<file path="config.mk">
export PLATFORM = sky130hd
export DESIGN_NAME = id_ix_pipe_stage_flat
export DESIGN_NICKNAME = d
export VERILOG_FILES = /design/src/rtl/id_ix_pipe_stage_if.sv /design/src/rtl/id_ix_pipe_stage.sv /design/src/flat_wrapper.sv
export SDC_FILE = /design/constraint.sdc
export NUM_CORES = 1
export LEC_CHECK = 0
export CORE_MARGIN = 3
export CORE_UTILIZATION = 40
export CTS_CLUSTER_DIAMETER = 30
export CTS_CLUSTER_SIZE = 14
export DETAILED_ROUTE_END_ITERATION = 12
export GPL_TIMING_DRIVEN = 0
export MAX_ROUTING_LAYER = met4
export PLACE_DENSITY = 0.86
export SYNTH_ARGS = -nofsm -noshare
export SYNTH_HDL_FRONTEND = slang
export SYNTH_SLANG_ARGS = --single-unit
</file>
<file path="constraint.sdc">
create_clock -name clk -period 4.56 [get_ports clk]
set_input_delay 0.456 -clock clk [delete_from_list [all_inputs] [get_ports clk]]
set_output_delay 0.456 -clock clk [all_outputs]
set_load 0.01 [all_outputs]
</file>
<file path="src/rtl/id_ix_pipe_stage_if.sv">
// ID->IX pipeline stage bus: upstream entry, flush and downstream entry.
// Port summary: flush, in_valid/in_ready + pc_in/ir_in/a_in/b_in (ID side),
//               out_valid/out_ready + pc_out/ir_out/a_out/b_out (IX side).
// slave = the stage itself, master = whatever surrounds it (ID/IX/bench).
interface id_ix_pipe_stage_if #(
    parameter int DATA_W = 32,
    parameter int PC_W   = 32,
    parameter int IR_W   = 32
);
    logic              flush;
    logic              in_valid;
    logic              in_ready;
    logic [PC_W-1:0]   pc_in;
    logic [IR_W-1:0]   ir_in;
    logic [DATA_W-1:0] a_in;
    logic [DATA_W-1:0] b_in;
    logic              out_valid;
    logic              out_ready;
    logic [PC_W-1:0]   pc_out;
    logic [IR_W-1:0]   ir_out;
    logic [DATA_W-1:0] a_out;
    logic [DATA_W-1:0] b_out;

    modport slave (
        input  flush, in_valid, pc_in, ir_in, a_in, b_in, out_ready,
        output in_ready, out_valid, pc_out, ir_out, a_out, b_out
    );

    modport master (
        output flush, in_valid, pc_in, ir_in, a_in, b_in, out_ready,
        input  in_ready, out_valid, pc_out, ir_out, a_out, b_out
    );
endinterface

</file>
<file path="src/rtl/id_ix_pipe_stage.sv">
// Purpose: ID->IX pipeline register stage (PC, IR, A, B) updating on the falling clk edge.
// Latency: one falling edge from acceptance to presentation on the IX side.
// Backpressure: base build in_ready = !out_valid | out_ready (combinational);
//   with ID_IX_SKID_EN a skid register absorbs one entry and in_ready is a flop (= !skid valid).
// Ports: clk, rst (async active-high), bus (id_ix_pipe_stage_if.slave).
// ir_out shows NOP_IR whenever no valid entry is presented.
module id_ix_pipe_stage #(
    parameter int              DATA_W = 32,
    parameter int              PC_W   = 32,
    parameter int              IR_W   = 32,
    parameter logic [IR_W-1:0] NOP_IR = '0
) (
    input  logic                  clk,
    input  logic                  rst,
    id_ix_pipe_stage_if.slave     bus
);

    // Main register: the entry presented to IX.
    logic              main_vld_q, main_vld_d;
    logic [PC_W-1:0]   main_pc_q,  main_pc_d;
    logic [IR_W-1:0]   main_ir_q,  main_ir_d;
    logic [DATA_W-1:0] main_a_q,   main_a_d;
    logic [DATA_W-1:0] main_b_q,   main_b_d;

    logic in_rdy;
    logic in_xfer;
    logic out_xfer;

`ifdef ID_IX_SKID_EN
    // Skid register: catches an entry accepted while main is stalled.
    logic              skid_vld_q, skid_vld_d;
    logic [PC_W-1:0]   skid_pc_q,  skid_pc_d;
    logic [IR_W-1:0]   skid_ir_q,  skid_ir_d;
    logic [DATA_W-1:0] skid_a_q,   skid_a_d;
    logic [DATA_W-1:0] skid_b_q,   skid_b_d;
    logic              in_rdy_q,   in_rdy_d;

    assign in_rdy = in_rdy_q;
`else
    assign in_rdy = !main_vld_q || bus.out_ready;
`endif

    assign in_xfer  = bus.in_valid && in_rdy;
    assign out_xfer = main_vld_q && bus.out_ready;

    always_comb begin
        main_vld_d = main_vld_q;
        main_pc_d  = main_pc_q;
        main_ir_d  = main_ir_q;
        main_a_d   = main_a_q;
        main_b_d   = main_b_q;
`ifdef ID_IX_SKID_EN
        skid_vld_d = skid_vld_q;
        skid_pc_d  = skid_pc_q;
        skid_ir_d  = skid_ir_q;
        skid_a_d   = skid_a_q;
        skid_b_d   = skid_b_q;
`endif

        if (bus.flush) begin
            // Drop everything; payload registers keep their contents.
            main_vld_d = 1'b0;
`ifdef ID_IX_SKID_EN
            skid_vld_d = 1'b0;
`endif
        end else begin
`ifdef ID_IX_SKID_EN
            // in_rdy_q is low whenever skid is full, so an input transfer
            // below always lands in an empty register.
            if (!main_vld_q || out_xfer) begin
                if (skid_vld_q) begin
                    main_vld_d = 1'b1;
                    main_pc_d  = skid_pc_q;
                    main_ir_d  = skid_ir_q;
                    main_a_d   = skid_a_q;
                    main_b_d   = skid_b_q;
                    skid_vld_d = 1'b0;
                end else if (in_xfer) begin
                    main_vld_d = 1'b1;
                    main_pc_d  = bus.pc_in;
                    main_ir_d  = bus.ir_in;
                    main_a_d   = bus.a_in;
                    main_b_d   = bus.b_in;
                end else begin
                    main_vld_d = 1'b0;
                end
            end else if (in_xfer) begin
                skid_vld_d = 1'b1;
                skid_pc_d  = bus.pc_in;
                skid_ir_d  = bus.ir_in;
                skid_a_d   = bus.a_in;
                skid_b_d   = bus.b_in;
            end
`else
            if (in_xfer) begin
                // Covers the refill-while-draining case too (one per edge).
                main_vld_d = 1'b1;
                main_pc_d  = bus.pc_in;
                main_ir_d  = bus.ir_in;
                main_a_d   = bus.a_in;
                main_b_d   = bus.b_in;
            end else if (out_xfer) begin
                main_vld_d = 1'b0;
            end
`endif
        end

`ifdef ID_IX_SKID_EN
        in_rdy_d = !skid_vld_d;
`endif
    end

    always_ff @(negedge clk or posedge rst) begin
        if (rst) begin
            main_vld_q <= 1'b0;
            main_pc_q  <= '0;
            main_ir_q  <= '0;
            main_a_q   <= '0;
            main_b_q   <= '0;
`ifdef ID_IX_SKID_EN
            skid_vld_q <= 1'b0;
            skid_pc_q  <= '0;
            skid_ir_q  <= '0;
            skid_a_q   <= '0;
            skid_b_q   <= '0;
            in_rdy_q   <= 1'b1;
`endif
        end else begin
            main_vld_q <= main_vld_d;
            main_pc_q  <= main_pc_d;
            main_ir_q  <= main_ir_d;
            main_a_q   <= main_a_d;
            main_b_q   <= main_b_d;
`ifdef ID_IX_SKID_EN
            skid_vld_q <= skid_vld_d;
            skid_pc_q  <= skid_pc_d;
            skid_ir_q  <= skid_ir_d;
            skid_a_q   <= skid_a_d;
            skid_b_q   <= skid_b_d;
            in_rdy_q   <= in_rdy_d;
`endif
        end
    end

    assign bus.in_ready  = in_rdy;
    assign bus.out_valid = main_vld_q;
    assign bus.pc_out    = main_pc_q;
    assign bus.ir_out    = main_vld_q ? main_ir_q : NOP_IR;
    assign bus.a_out     = main_a_q;
    assign bus.b_out     = main_b_q;

endmodule

</file>
<file path="src/flat_wrapper.sv">
// flat-port wrapper written by rule: the top's interface ports become plain ports
module id_ix_pipe_stage_flat 
#(
    parameter int              DATA_W = 32,
    parameter int              PC_W   = 32,
    parameter int              IR_W   = 32,
    parameter logic [IR_W-1:0] NOP_IR = '0
)
  (clk, rst, bus_flush, bus_in_valid, bus_pc_in, bus_ir_in, bus_a_in, bus_b_in, bus_out_ready, bus_in_ready, bus_out_valid, bus_pc_out, bus_ir_out, bus_a_out, bus_b_out);
  id_ix_pipe_stage_if #(.DATA_W(DATA_W), .PC_W(PC_W), .IR_W(IR_W)) bus_i ();
  input  logic clk;
  input  logic rst;
  input wire logic [$bits(bus_i.flush)-1:0] bus_flush;
  input wire logic [$bits(bus_i.in_valid)-1:0] bus_in_valid;
  input wire logic [$bits(bus_i.pc_in)-1:0] bus_pc_in;
  input wire logic [$bits(bus_i.ir_in)-1:0] bus_ir_in;
  input wire logic [$bits(bus_i.a_in)-1:0] bus_a_in;
  input wire logic [$bits(bus_i.b_in)-1:0] bus_b_in;
  input wire logic [$bits(bus_i.out_ready)-1:0] bus_out_ready;
  output wire logic [$bits(bus_i.in_ready)-1:0] bus_in_ready;
  output wire logic [$bits(bus_i.out_valid)-1:0] bus_out_valid;
  output wire logic [$bits(bus_i.pc_out)-1:0] bus_pc_out;
  output wire logic [$bits(bus_i.ir_out)-1:0] bus_ir_out;
  output wire logic [$bits(bus_i.a_out)-1:0] bus_a_out;
  output wire logic [$bits(bus_i.b_out)-1:0] bus_b_out;
  assign bus_i.flush = bus_flush;
  assign bus_i.in_valid = bus_in_valid;
  assign bus_i.pc_in = bus_pc_in;
  assign bus_i.ir_in = bus_ir_in;
  assign bus_i.a_in = bus_a_in;
  assign bus_i.b_in = bus_b_in;
  assign bus_i.out_ready = bus_out_ready;
  assign bus_in_ready = bus_i.in_ready;
  assign bus_out_valid = bus_i.out_valid;
  assign bus_pc_out = bus_i.pc_out;
  assign bus_ir_out = bus_i.ir_out;
  assign bus_a_out = bus_i.a_out;
  assign bus_b_out = bus_i.b_out;
  id_ix_pipe_stage #(.DATA_W(DATA_W), .PC_W(PC_W), .IR_W(IR_W), .NOP_IR(NOP_IR)) u_core (.clk(clk), .rst(rst), .bus(bus_i));
endmodule
</file>
==> impl_metrics.yaml, run 1 <==
status:
  status: "finished clean"
worst_setup_path:
  path_max_fanout: 10
  r2r-end: "u_core.main_ir_q[22]$_DFFE_NP0P_"
  critical_path_arrival_ns: 4.05
  endpoint_kind: "output port"
  cpPeakStageDelay_ns: 0.53
  cpLargestDelayFamily: "buffers and inverters"
  crit_type: "flop to output port"
  slowest_stage: "clkdlybuf4s50_1"
  r2r_cells: 7
  regToRegSetupSlack_ns: 2.68
  r2r-start: "u_core.bus.out_valid$_DFFE_NP0P_"
  worst-path-buf-inv: 3
  worstPathRequired_ns: 4.10
  startpoint_type: "flop"
  path_cells: "buf_12 > clkbuf_8 > and2_1 > clkdlybuf4s50_1"
floorplanning:
  rows: 40
  core_region_area_sq_mm: 0.0123
  dieWidth_um: 119
  die-area_sq_mm: 0.0142
  initial_core_util_pct: 41.6
  num_io_pins: 263
  die_h_um: 119
synth:
  syn-cell-area_sq_mm: 0.00511
  syn_area_per_cell_sq_um: 16.4
  syn_inst: 312
  synth-seq-cells: 129
  ys_seq_area_share_pct: 63.2
  netlist_top_cells_area: "dfrtn_1 (63%), mux2_2 (28%), and2_1 (3.9%)"
  yosys.area.top_type: "dfrtn_1"
  ys_warn_count: 0
  mappedNetlistNets: 445
  netlist.area_leader.share_pct: 63.2
  yosysUniqueCellTypes: 10
global_route:
  antenna_found_initial: 0
  grt.overflow.total: 0
  grt_pass1_wl_mm: 22.3
  grt_usage_pct: 21.0
  grt_max_degree: 44
  grt_pass1_vias: 4217
hold_path:
  min_to: "u_core.main_ir_q[15]$_DFFE_NP0P_"
  hold_path_class: "flop to flop"
  hold_path_depth: 1
  min_from: "u_core.main_ir_q[15]$_DFFE_NP0P_"
job:
  drv_cap: 0
sta:
  tightest_slew_ns: 0.575
  hold_viol: 0
  slew-limit-headroom_pct: 61.6
  clock_skew_ns: 0.00346
  drv_slew: 0
  report.final.setup_viol: 0
  final.setup.tns_ns: 0
clock_tree:
  cts_buffers: 17
  clock_latency_ns: 0.39
  htree_levels: 4
  cts.sinks: 129
  postCtsHoldBufs: 0
  cts_tree: "yes"
  clk_pin_slew_worst_paths_ns: 0.04
  clock-root-buffer: "clkbuf_16"
  clockBufferDepth: 2
placed_design:
  place.gp.congestion: 0.750
  portBuffers: 262
  dpl.cell_count: 745
  hpwl_mm: 10.6
route:
  via_count: 3645
  wl_per_cell_um: 17.9
  viasPerCell: 4.66
  dr.pass1.iters: 5
  remaining_drc_errors: 0
  totalWireLength_mm: 14.0
  ant_nets: 0
  initialDrtViolationCount: 134
pwr:
  power_density_mw_per_mm2: 442
  vdd.ir_drop.worst_uv: 299
  power_mw: 3.90
  leakage_nw: 3.89
final_layout:
  drive_above_1_share_pct: 30.7
  areaGrowthSynthToFinish_pct: 72.7
  stdcell_count: 783
  fin_nets: 735
  diodes: 0
  utilization_pct: 71.9
  fill_cells: 796
-- cells by family (layout without fill, tap and decap cells) --
| group | count (synthesis) | in the layout | synth area share, % |
|---|---|---|---|
| buffers and inverters | 19 | 322 | 3.85 |
| DFF | 129 | 129 | 63.2 |
| muxes | 128 | 128 | 28.2 |
| and+or+nand+nor | 36 | 36 | 4.70 |
-- registers in the layout, indices dropped and copies added (netlist names) --
signal / cells
u_core.bus.a_out: 32
u_core.bus.out_valid: 1
u_core.main_ir_q: 32
u_core.bus.pc_out: 32
u_core.bus.b_out: 32
-- synth_stat cells (all sizes together) --
master / count
inv: 2
clkbuf: 11
nor2: 2
buf: 6
nor3b: 1
mux2: 128
nor2b: 1
dfrtn: 129
and2: 32
-- cell type report --
cell class | count | area, sq um | area share (%)
inverters | 2 | 11.3 | 0.128
well taps | 168 | 210 | 2.38
multi-input cells | 164 | 1680 | 19.1
repair buffers | 271 | 2780 | 31.6
clock buffers | 21 | 480 | 5.45
flip-flops and latches | 129 | 3230 | 36.6
clock inverters | 11 | 205 | 2.33
plain buffers | 17 | 219 | 2.48
-- worst max path at each step --
stage	cells after the start	end	startpoint	slack, ns
finish	4	bus_ir_out[18]	u_core.bus.out_valid$_DFFE_NP0P_	0.06
global route	4	bus_ir_out[18]	u_core.bus.out_valid$_DFFE_NP0P_	-0.01
CTS	4	bus_ir_out[31]	u_core.bus.out_valid$_DFFE_NP0P_	0.02
detailed placement	6	u_core.main_ir_q[27]$_DFFE_NP0P_	bus_out_ready	0.12
global placement	2	u_core.main_ir_q[20]$_DFFE_NP0P_	rst	-0.72
floorplan	1	u_core.bus.a_out[0]$_DFFE_NP0P_	rst	0.34
-- cell usage in the layout (no fill, tap or decap) --
cell,n
and2_1,32
buf_12,3
buf_16,1
buf_4,4
buf_6,6
bufinv_16,6
clkbuf_16,17
clkbuf_4,1
clkbuf_8,15
clkdlybuf4s50_1,243
clkinv_2,5
clkinvlp_4,1
dfrtn_1,129
dlygate4sd2_1,3
dlymetal6s2s_1,16
inv_1,1
mux2_2,128
nor2_1,2
nor2b_4,1
nor3b_4,1
-- power by group --
part	internal (mW)	switching [mW]	total, mW
sequential	1.36	0.0998	1.46
combinational	0.572	0.302	0.874
clock	1.08	0.482	1.56
-- stage by stage --
step / area [sq um] / hold slack, ns / worst slack [ns]
4_1_cts: 8780 / 0.448 / 0.0235
3_5_place_dp: 8010 / 0.448 / 0.118
3_3_place_gp: 7940 / 0.441 / -0.720
5_1_grt: 8820 / 0.459 / -0.0108
2_1_floorplan: 5110 / 0.432 / 0.337
6_report: 8820 / 0.447 / 0.0572
-- metal layers --
layer  vias to the layer above  GRT usage [%]  wire length, um  share of wire [%]
li1                       1667              -                -                  -
met1                      1791           22.0             5130                 37
met2                       166           36.0             7540                 54
met3                        21           7.55             1040                7.5
met4                         0           8.54              280                2.0
met5                         -              -                0                  0
-- timing repair --
item                       CTS  global route
pin swaps                    0             0
setup buffers                5             0
setup endpoints to repair   30            16
resized for setup           12            16
cloned                       1             0
Power figures use the tool's default switching activity.
==> run 2, diff against run 1 <==
--- a/config.mk
+++ b/config.mk
@@ -5,13 +5,13 @@
 export SDC_FILE = /design/constraint.sdc
 export NUM_CORES = 1
 export LEC_CHECK = 0
+export CORE_ASPECT_RATIO = 1.2
 export CORE_MARGIN = 3
 export CORE_UTILIZATION = 40
 export CTS_CLUSTER_DIAMETER = 30
 export CTS_CLUSTER_SIZE = 14
 export DETAILED_ROUTE_END_ITERATION = 12
 export GPL_TIMING_DRIVEN = 0
-export MAX_ROUTING_LAYER = met4
 export PLACE_DENSITY = 0.86
 export SYNTH_ARGS = -nofsm -noshare
 export SYNTH_HDL_FRONTEND = slang
==> impl_metrics.yaml, run 2 (synthesis results as in run 1) <==
sta:
  rsz0062_at_grt: "no"
  slew-limit-headroom_pct: 65.1
  hold_viol: 0
  drv_slew: 0
  final.setup.tns_ns: 0
  clock_skew_ns: 0.00678
  tightest_slew_ns: 0.523
  report.final.setup_viol: 0
worst_setup_path:
  slowest_stage: "clkdlybuf4s50_1"
  path_max_fanout: 10
  regToRegSetupSlack_ns: 2.77
  critical_path_arrival_ns: 4.04
  startpoint_type: "flop"
  crit_type: "flop to output port"
  cpPeakStageDelay_ns: 0.56
  r2r-end: "u_core.main_ir_q[26]$_DFFE_NP0P_"
  r2r_cells: 6
  endpoint_kind: "output port"
  worstPathRequired_ns: 4.10
  path_cells: "buf_4 > clkbuf_8 > and2_1 > clkdlybuf4s50_1"
  r2r-start: "u_core.bus.out_valid$_DFFE_NP0P_"
clock_tree:
  postCtsHoldBufs: 0
  clk_pin_slew_worst_paths_ns: 0.04
  clockBufferDepth: 2
  clock-root-buffer: "clkbuf_16"
  cts_buffers: 17
  cts.sinks: 129
  htree_levels: 4
  cts_tree: "yes"
  clock_latency_ns: 0.38
global_route:
  grt_usage_pct: 19.7
  grt.overflow.total: 0
  grt_pass1_vias: 4066
  grt_max_degree: 45
  antenna_found_initial: 0
  grt_pass1_wl_mm: 21.2
final_layout:
  stdcell_count: 772
  layout_common_cells: "clkdlybuf4s50_1 (255), dfrtn_1 (129), mux2_2 (128)"
  layout_commonest_cell: "clkdlybuf4s50_1"
  drive_above_1_share_pct: 30.3
  areaGrowthSynthToFinish_pct: 69.2
  fin_nets: 731
  diodes: 0
hold_path:
  hold_path_depth: 1
  min_from: "u_core.main_ir_q[7]$_DFFE_NP0P_"
  min_to: "u_core.main_ir_q[7]$_DFFE_NP0P_"
  hold_path_class: "flop to flop"
placed_design:
  portBuffers: 262
  hpwl_mm: 10.7
  place.gp.congestion: 0.724
  dpl.cell_count: 738
pwr:
  leakage_nw: 3.65
  power_density_mw_per_mm2: 423
  vdd.ir_drop.worst_uv: 282
status:
  status: "finished clean"
floorplanning:
  dieWidth_um: 109
  die-area_sq_mm: 0.0142
  die_h_um: 130
  rows: 44
  num_io_pins: 263
  core_region_area_sq_mm: 0.0123
  initial_core_util_pct: 41.6
route:
  initialDrtViolationCount: 77
  remaining_drc_errors: 0
  via_count: 3674
  ant_nets: 0
  viasPerCell: 4.76
  dr.pass1.iters: 4
  wl_per_cell_um: 17.8
  totalWireLength_mm: 13.8
job:
  drv_cap: 0
## run 2: critical path, delay by kind of cell (launching register included)
kind                   cells  cell delay, ns
buffers and inverters      3            0.85
DFF                        1            0.41
and+or+nand+nor            1            0.12
## run 2: cell type report
class | instances | area [sq um]
Timing Repair Buffer | 268 | 2720
Tap cell | 161 | 201
Buffer | 16 | 205
Clock buffer | 19 | 453
Inverter | 2 | 11.3
Fill cell | 831 | 3640
Sequential cell | 129 | 3230
Clock inverter | 13 | 138
Multi-Input combinational cell | 164 | 1680
## run 2: layer usage
| metal | wire (um) | track usage, % |
|---|---|---|
| met5 | 0 | 0 |
| met4 | 125 | 6.17 |
| met3 | 1390 | 8.61 |
| met2 | 7720 | 36.6 |
| met1 | 4530 | 19.6 |
## run 2: worst max-delay path by stage
stage	from	end	slack (ns)	cells past startpoint
detailed placement	bus_out_ready	u_core.bus.pc_out[26]$_DFFE_NP0P_	0.05	6
finish	u_core.bus.out_valid$_DFFE_NP0P_	bus_ir_out[0]	0.07	4
CTS	u_core.bus.out_valid$_DFFE_NP0P_	bus_ir_out[30]	0.03	4
global route	u_core.bus.out_valid$_DFFE_NP0P_	bus_ir_out[4]	0.002	4
floorplan	rst	u_core.bus.a_out[0]$_DFFE_NP0P_	0.34	1
global placement	rst	u_core.main_ir_q[9]$_DFFE_NP0P_	-0.71	2
## run 2: timing repair
action	4_1_cts	5_1_grt
resized for setup	7	7
setup endpoints to repair	30	8
buffers inserted	3	0
## run 2: metrics by stage
stage                     total power [mW]  utilization, %  instance area (sq um)  setup WS, ns  hold WS, ns
after global placement                2.31            64.6                   7930        -0.710        0.442
after global routing                  3.82            70.4                   8640       0.00218        0.460
after CTS                             3.70            70.3                   8630        0.0348        0.449
after floorplan                       1.81               -                   5110         0.337        0.432
final                                 3.65            70.4                   8640        0.0689        0.445
after detailed placement              2.36            65.1                   7990        0.0516        0.449
## run 2: power by group
| part | internal, mW | total (mW) | switching [mW] |
|---|---|---|---|
| Clock | 0.831 | 1.32 | 0.491 |
| Combinational | 0.570 | 0.872 | 0.302 |
| Sequential | 1.36 | 1.46 | 0.0975 |
| Total | 2.76 | 3.65 | 0.890 |
==> run 3, diff against run 2 <==
==> constraint.sdc (replaced) <==
create_clock -name clk -period 5.1 [get_ports clk]
set_input_delay 0.51 -clock clk [delete_from_list [all_inputs] [get_ports clk]]
set_output_delay 0.51 -clock clk [all_outputs]
set_load 0.01 [all_outputs]
==> impl_metrics.yaml, run 3 (synthesis results as in run 1) <==
pwr:
  power_density_mw_per_mm2: 380
  leakage_nw: 3.52
  vdd.ir_drop.worst_uv: 252
sta:
  final.setup.tns_ns: 0
  clock_skew_ns: 0.00682
  report.final.setup_viol: 0
  worst_slack_ns: 0.151
  hold_viol: 0
  tightest_slew_ns: 0.524
  rsz0062_at_grt: "no"
  slew-limit-headroom_pct: 65.0
  drv_slew: 0
placed_design:
  place.gp.congestion: 0.724
  pre_cts_ws_ns: 0.268
  hpwl_mm: 10.7
  portBuffers: 262
final_layout:
  areaGrowthSynthToFinish_pct: 68.2
  utilization_pct: 70.0
  fill_cells: 841
  layout_commonest_cell: "clkdlybuf4s50_1"
  drive_above_1_share_pct: 30.0
  layout_common_cells: "clkdlybuf4s50_1 (262), dfrtn_1 (129), mux2_2 (128)"
  diodes: 0
  fin_nets: 729
floorplanning:
  die_h_um: 130
  rows: 44
  die-area_sq_mm: 0.0142
  core_region_area_sq_mm: 0.0123
  dieWidth_um: 109
  initial_core_util_pct: 41.6
  num_io_pins: 263
worst_setup_path:
  endpoint_kind: "output port"
  slowest_stage: "clkdlybuf4s50_1"
  cpLargestDelayFamily: "buffers and inverters"
  cpPeakStageDelay_ns: 0.56
  regToRegSetupSlack_ns: 3.34
  path_cells: "clkbuf_2 > and2_1 > clkdlybuf4s50_1"
  path_max_fanout: 10
  startpoint_type: "flop"
  worst-path-buf-inv: 2
  critical_path_arrival_ns: 4.44
  worstPathRequired_ns: 4.59
  crit_type: "flop to output port"
route:
  remaining_drc_errors: 0
  initialDrtViolationCount: 78
  dr.pass1.iters: 4
  ant_nets: 0
  wl_per_cell_um: 17.8
  totalWireLength_mm: 13.7
  via_count: 3656
  viasPerCell: 4.75
global_route:
  grt_pass1_vias: 4049
  grt.overflow.total: 0
  grt_usage_pct: 19.7
  grt_pass1_wl_mm: 21.1
  antenna_found_initial: 0
  grt_max_degree: 45
job:
  drv_cap: 0
clock_tree:
  clockBufferDepth: 2
  clock-root-buffer: "clkbuf_16"
  cts_tree: "yes"
  cts_buffers: 17
  clock_latency_ns: 0.38
  clk_pin_slew_worst_paths_ns: 0.04
  cts.sinks: 129
  htree_levels: 4
status:
  status: "finished clean"
hold_path:
  hold_path_class: "flop to flop"
[run 3: changes by cell type in the layout (fill, tap and decap cells not counted), sizes merged]
cell / delta
clkdlybuf4s50: +7
clkbuf: +1
buf: -3
dlymetal6s2s: -7
[run 3: area by class of cell]
class	instances	area, sq um	area share, %
buffer	17	193	2.24
clock buffer	19	453	5.27
clock inverter	13	138	1.60
inverter	2	11.3	0.131
multi-input combinational	164	1680	19.6
sequential	129	3230	37.6
tap	161	201	2.35
timing repair buffer	265	2680	31.2
[run 3: timing repair]
item                       4_1_cts  5_1_grt
hold buffers                     0        0
setup endpoints to repair        2        4
pin swaps                        0        0
buffers inserted                 0        0
resized for setup                2        2
[run 3: worst register-to-register path, delay by kind of cell, from the launching register on]
| family | cells | cell delay [ns] |
|---|---|---|
| buffers and inverters | 2 | 0.44 |
| and+or+nand+nor | 2 | 0.39 |
| muxes | 1 | 0.35 |
| DFF | 1 | 0.43 |
[run 3: routing by layer]
metal | part of all wire, % | routed length, um | global-route usage, % | vias to the layer above
li1 | - | - | - | 1651
met2 | 56 | 7690 | 36.6 | 160
met3 | 10 | 1400 | 8.61 | 10
met4 | 0.91 | 125 | 6.17 | 0
met5 | 0 | 0 | 0 | -
met1 | 33 | 4540 | 19.5 | 1835
[run 3: final timing paths]
kind | startpoint | to | depth (start not counted)
setup / recovery | u_core.bus.out_valid$_DFFE_NP0P_ | bus_ir_out[30] | 3
max in group asynchronous | rst | u_core.main_ir_q[27]$_DFFE_NP0P_ | 4
min in group asynchronous | rst | u_core.bus.a_out[17]$_DFFE_NP0P_ | 2
hold / removal | u_core.main_ir_q[1]$_DFFE_NP0P_ | u_core.main_ir_q[1]$_DFFE_NP0P_ | 1
hold reg to reg | u_core.main_ir_q[1]$_DFFE_NP0P_ | u_core.main_ir_q[1]$_DFFE_NP0P_ | 1
setup reg to reg | u_core.bus.out_valid$_DFFE_NP0P_ | u_core.bus.a_out[2]$_DFFE_NP0P_ | 5
[run 3: where the power goes]
group	internal [mW]	switching [mW]	total, mW
registers	1.22	0.0881	1.31
clock network	0.743	0.439	1.18
logic	0.508	0.269	0.777
total	2.47	0.796	3.26
[run 3: metrics by stage]
step	total power, mW	hold WS (ns)	area, sq um	instances
after CTS	3.31	0.449	8590	770
after global placement	2.07	0.442	7930	735
final	3.26	0.445	8590	770
after floorplan	1.61	0.432	5110	312
after global routing	3.41	0.460	8590	770
after detailed placement	2.11	0.449	7990	738
